`src/rtl/mem_port_arbiter.sv`:
```
// mem_port_arbiter
//   Shares one single-port memory between an instruction-fetch port (I) and a
//   load/store port (D). One transaction runs at a time. When both ports
//   request together, the port that was not granted last time wins.
//
// Ports
//   CLK, RST                       clock (rising edge), async active-high reset
//   i_valid, i_addr                fetch request and byte address
//   i_ready, i_rdata               fetch completion pulse and fetched word
//   d_valid, d_we, d_addr,
//   d_wdata, d_wstrb               load/store request and payload
//   d_ready, d_rdata               data completion pulse and load word
//   mem_valid, mem_we, mem_addr,
//   mem_wdata, mem_wstrb           request to the unified memory
//   mem_ready, mem_rdata           memory completion and read data
//
// state | meaning
// ------+-----------------------------------------------------------
// IDLE  | waiting for a request; arbitrates and registers the winner
// MEM   | memory request held stable until mem_ready
// DONE  | one-cycle ready pulse to the winner
module mem_port_arbiter #(
   parameter int ADDR_W = 32,
   parameter int DATA_W = 32
) (
   input  logic                CLK,
   input  logic                RST,
   input  logic                i_valid,
   input  logic [ADDR_W-1:0]   i_addr,
   output logic                i_ready,
   output logic [DATA_W-1:0]   i_rdata,
   input  logic                d_valid,
   input  logic                d_we,
   input  logic [ADDR_W-1:0]   d_addr,
   input  logic [DATA_W-1:0]   d_wdata,
   input  logic [DATA_W/8-1:0] d_wstrb,
   output logic                d_ready,
   output logic [DATA_W-1:0]   d_rdata,
   output logic                mem_valid,
   output logic                mem_we,
   output logic [ADDR_W-1:0]   mem_addr,
   output logic [DATA_W-1:0]   mem_wdata,
   output logic [DATA_W/8-1:0] mem_wstrb,
   input  logic                mem_ready,
   input  logic [DATA_W-1:0]   mem_rdata
);

   localparam int SW = DATA_W / 8;

   typedef enum logic [1:0] {
      IDLE = 2'd0,
      MEM  = 2'd1,
      DONE = 2'd2
   } state_t;

   state_t            state_q, state_d;
   logic              gnt_d_q, gnt_d_d;     // current winner is the D port
   logic              last_d_q, last_d_d;   // last grant went to the D port
   logic [ADDR_W-1:0] addr_q, addr_d;
   logic              we_q, we_d;
   logic [DATA_W-1:0] wdata_q, wdata_d;
   logic [SW-1:0]     wstrb_q, wstrb_d;
   logic [DATA_W-1:0] i_rdata_q, i_rdata_d;
   logic [DATA_W-1:0] d_rdata_q, d_rdata_d;
   logic              pick_d;

   // D wins when alone, or on a tie when I was granted last.
   assign pick_d = d_valid & (~i_valid | ~last_d_q);

   // state register
   always_ff @(posedge CLK or posedge RST) begin
      if (RST) begin
         state_q <= IDLE;
      end else begin
         state_q <= state_d;
      end
   end

   // next-state logic
   always_comb begin
      state_d = state_q;
      case (state_q)
         IDLE:    if (i_valid || d_valid) state_d = MEM;
         MEM:     if (mem_ready) state_d = DONE;
         DONE:    state_d = IDLE;
         default: state_d = IDLE;
      endcase
   end

   // grant and payload capture
   always_comb begin
      gnt_d_d   = gnt_d_q;
      last_d_d  = last_d_q;
      addr_d    = addr_q;
      we_d      = we_q;
      wdata_d   = wdata_q;
      wstrb_d   = wstrb_q;
      i_rdata_d = i_rdata_q;
      d_rdata_d = d_rdata_q;
      if (state_q == IDLE && (i_valid || d_valid)) begin
         gnt_d_d  = pick_d;
         last_d_d = pick_d;
         if (pick_d) begin
            addr_d  = d_addr;
            we_d    = d_we;
            wdata_d = d_wdata;
            wstrb_d = d_we ? d_wstrb : '0;
         end else begin
            // fetches are always word aligned
            addr_d  = {i_addr[ADDR_W-1:2], 2'b00};
            we_d    = 1'b0;
            wdata_d = '0;
            wstrb_d = '0;
         end
      end
      if (state_q == MEM && mem_ready) begin
         if (gnt_d_q) d_rdata_d = mem_rdata;
         else         i_rdata_d = mem_rdata;
      end
   end

   always_ff @(posedge CLK or posedge RST) begin
      if (RST) begin
         gnt_d_q   <= 1'b0;
         last_d_q  <= 1'b1;    // fetch wins the first tie
         addr_q    <= '0;
         we_q      <= 1'b0;
         wdata_q   <= '0;
         wstrb_q   <= '0;
         i_rdata_q <= '0;
         d_rdata_q <= '0;
      end else begin
         gnt_d_q   <= gnt_d_d;
         last_d_q  <= last_d_d;
         addr_q    <= addr_d;
         we_q      <= we_d;
         wdata_q   <= wdata_d;
         wstrb_q   <= wstrb_d;
         i_rdata_q <= i_rdata_d;
         d_rdata_q <= d_rdata_d;
      end
   end

   // outputs; mem_valid decodes straight from state so reset drops it at once
   always_comb begin
      mem_valid = (state_q == MEM);
      mem_we    = we_q & (state_q == MEM);
      mem_wstrb = (state_q == MEM) ? wstrb_q : '0;
      mem_addr  = addr_q;
      mem_wdata = wdata_q;
      i_ready   = (state_q == DONE) & ~gnt_d_q;
      d_ready   = (state_q == DONE) &  gnt_d_q;
      i_rdata   = i_rdata_q;
      d_rdata   = d_rdata_q;
   end

endmodule

```
`config.mk`:
```
export PLATFORM = sky130hd
export DESIGN_NAME = mem_port_arbiter
export DESIGN_NICKNAME = d
export VERILOG_FILES = /design/src/rtl/mem_port_arbiter.sv
export SDC_FILE = /design/constraint.sdc
export NUM_CORES = 1
export LEC_CHECK = 0
export ABC_AREA = 1
export BUFFER_PORTS_ARGS = -buffer_cell sky130_fd_sc_hd__buf_2
export CAP_MARGIN = 10
export CORE_ASPECT_RATIO = 0.8
export CORE_MARGIN = 10
export CORE_UTILIZATION = 25
export CTS_CLUSTER_DIAMETER = 60
export DETAILED_ROUTE_END_ITERATION = 6
export HOLD_SLACK_MARGIN = 0.1
export PLACE_DENSITY = 0.56
export SLEW_MARGIN = 20
export SYNTH_ARGS = -nofsm -noshare
export SYNTH_HDL_FRONTEND = slang
export SYNTH_SLANG_ARGS = --single-unit
```
`constraint.sdc`:
```
create_clock -name CLK -period 8.6 [get_ports CLK]
set_input_delay 0.43 -clock CLK [delete_from_list [all_inputs] [get_ports CLK]]
set_output_delay 0.43 -clock CLK [all_outputs]
set_load 0.05 [all_outputs]
```
==> results.toml <==
[outcome]
status = "finished, final reports clean"

[route]
routed-via-count = 5673
routed_wl_mm = 21.3
detail_route.vias_per_cell = 4.27
drc = 0
dr.pass1.iters = 6
routed_wire_length_per_instance_um = 16.0
route.antenna.remaining_nets = 0
drt_iter0_markers = 267

[cts]
cts_htree_levels = 4
later_pin_clock_latency_in_the_skew_report_ps = 420
worst_setup_hold_path_clk_slew_ps = 60
tritoncts = "built"
holdBufCountCts = 0
cts_resized = 0
cts_sinks = 137
root_buffer = "sky130_fd_sc_hd__clkbuf_16"
cts-buffers-inserted = 17
post-cts-setup-buffer-count = 0
number_of_buffers_on_the_longest_clock_path = 2

[grt]
grt_first_pass_wirelength_mm = 33.7
gr-usage-all-layers_pct = 13.6
via_count_of_the_first_global_routing_pass = 5819
grt_start_max_net_pins = 87
overflow_left_after_global_routing = 0
grt_antenna_before_repair = 6

[timing]
finalWorstPathRequiredPeriod_ps = 2520
maxSlewHeadroom_pct = 34.8
report.final.setup_viol = 0
fmaxAchievable_mhz = 397
total_negative_slack_for_setup_checks_ps = 0
final.setup_skew_ps = 8.76
hold-worst-slack_ps = 176
transition_time_of_the_tightest_slew_check_pin_ps = 975
timing_max_transition_violations_final = 0
finalCritPeriodShare_pct = 29.3
hold_viol_final = 0
grt_setup_unrepaired = "false"

[logic_synthesis]
postSynthNetCount = 883
synthDominantAreaCellType = "sky130_fd_sc_hd__dfrtp_1"
post_synth.cell_area_avg_sq_um = 8.10
synth_seq_cells = 137
synthesis.area_sq_um = 6030
synth.distinct_cells = 16
synth_top_area_share_pct = 56.4
netlist_instances = 745
yosys-top-cells-area = "sky130_fd_sc_hd__dfrtp_1, sky130_fd_sc_hd__nand2_1, sky130_fd_sc_hd__nand3_1, sky130_fd_sc_hd__inv_1, sky130_fd_sc_hd__buf_2"
seq_area_frac_synth_pct = 56.9
synthesis.yosys.warnings = 0

[critical_path]
timing.critical_path.from_type = "flop"
critical_path_peak_fanout = 27
worstRegToRegCells = 6
timing_worst_setup_path_type = "flop to output pin"
crit_required_ps = 8170
endpoint_kind = "output pin"
arrival_ps = 2090

[floorplanning]
num_rows = 50
design.die.area_sq_um = 30800
core_area_sq_um = 23600
die_w_um = 194
dieHeight_um = 159
ios = 274
floorplan.initialDensity_pct = 25.6

[power]
power.leakage_nw = 4.92
power.share.sequential_pct = 27.3
power_switching_share_pct = 53.0
power.combinational.fraction_pct = 51.4
clock_power_share_pct = 21.2
netSwitchingPower_mw = 2.16
internal-power_mw = 1.92
p_per_area_nw_per_um2 = 493
peakVddDrop_mv = 0.248

[placement]
dpl.cell_count = 1291
port-buffer-count = 271
place_congestion = 0.782
dp_hpwl_mm = 14.7

[run]
cap_viol_max_count = 0

[cells_and_area]
layoutNonFillerInstCount = 1328
nNetsFinal = 1136
final.fill_count = 2535
final_layout_size_suffix_gt1_share_pct = 31.8
area_growth_syn_to_layout_pct = 37.3

[min_path]
timing.hold.worst.class = "input pin to asynchronous set/reset pin"
[power by group through the flow]
stage                     combinational (mW)  sequential [mW]  clock, mW
after global routing                    2.26             1.16      0.918
after global placement                  2.13             1.12          0
after floorplan                        0.580             2.12          0
after CTS                               2.14             1.12      0.889
final                                   2.10             1.12      0.866
after detailed placement                2.14             1.12          0
[area by class of cell]
cell class	instances	area (sq um)	share of cell area [%]
well taps	312	390	4.71
repair buffers	280	1420	17.2
flip-flops and latches	137	3430	41.4
clock inverters	15	260	3.14
multi-input cells	489	2060	24.9
inverters	73	279	3.37
diodes	5	12.5	0.151
clock buffers	17	425	5.14
[cells by family after synthesis]
logic type	count (synthesis)	synth area share, %
DFF	137	56.9
and+or+nand+nor	487	34.0
AOI/OAI and AO/OA	2	0.166
buffers and inverters	119	8.98
[synth_stat cells]
cell,number
sky130_fd_sc_hd__nor3_1,2
sky130_fd_sc_hd__nand3_1,159
sky130_fd_sc_hd__buf_6,9
sky130_fd_sc_hd__nand2_1,312
sky130_fd_sc_hd__o21ai_0,2
sky130_fd_sc_hd__dfstp_2,1
sky130_fd_sc_hd__nor2_2,1
sky130_fd_sc_hd__inv_1,69
sky130_fd_sc_hd__nor2_4,2
sky130_fd_sc_hd__inv_2,3
sky130_fd_sc_hd__dfrtp_1,136
sky130_fd_sc_hd__clkbuf_1,15
sky130_fd_sc_hd__clkinv_1,1
sky130_fd_sc_hd__buf_2,22
sky130_fd_sc_hd__nand2_2,1
sky130_fd_sc_hd__nor2_1,10
[cell usage in the layout (no fill, tap or decap), drive strengths merged, types with 2 or more instances in the layout]
cell type  count
nor2          13
clkbuf        17
nor3           2
clkinv         3
buf          280
dfrtp        136
nand2        313
nand3        159
o21ai          2
bufinv         6
inv           78
diode          5
[metal layers]
metal  track usage, %  wire length [um]
met5                0                14
met4             3.31               249
met3             6.58              1960
met2             20.4              9460
met1             17.0              9610
[flip-flops by register name, summed over array words and instances (netlist names)]
register and count:
mem_addr 32, mem_wdata 32, i_rdata 32, d_rdata 32, last_d_q 1, we_q 1, state_q 2, wstrb_q 4
gnt_d_q 1
[worst max-delay path, cell delays in order, from the launching register on]
cell and delay (ps):
sky130_fd_sc_hd__dfrtp_1 540, sky130_fd_sc_hd__buf_4 380, sky130_fd_sc_hd__clkinv_1 250, sky130_fd_sc_hd__nor3_1 170
sky130_fd_sc_hd__buf_2 310
[worst paths after layout]
kind	startpoint	to	slack (ps)
max in group asynchronous	RST	mem_wdata[27]	7180
setup reg to reg	last_d_q	gnt_d_q	6290
setup / recovery	gnt_d_q	d_ready	6080
min in group CLK	mem_ready	state_q[0]	210
hold / removal	RST	d_rdata[14]	180
hold reg to reg	mem_addr[1]	mem_addr[1]	460
[metrics by stage]
| step | worst slack, ps | power [mW] | util (%) | cell area [sq um] |
|---|---|---|---|---|
| 5_1_grt | 5870 | 4.34 | 35.1 | 8270 |
| 2_1_floorplan | 4500 | 2.70 | - | 6030 |
| 4_1_cts | 5840 | 4.14 | 35.1 | 8270 |
| 3_5_place_dp | 5760 | 3.26 | 32.1 | 7580 |
| 3_3_place_gp | 5760 | 3.25 | 32.1 | 7580 |
| 6_report | 6080 | 4.08 | 35.1 | 8280 |
Note: power is estimated with default switching activity, not from simulation.
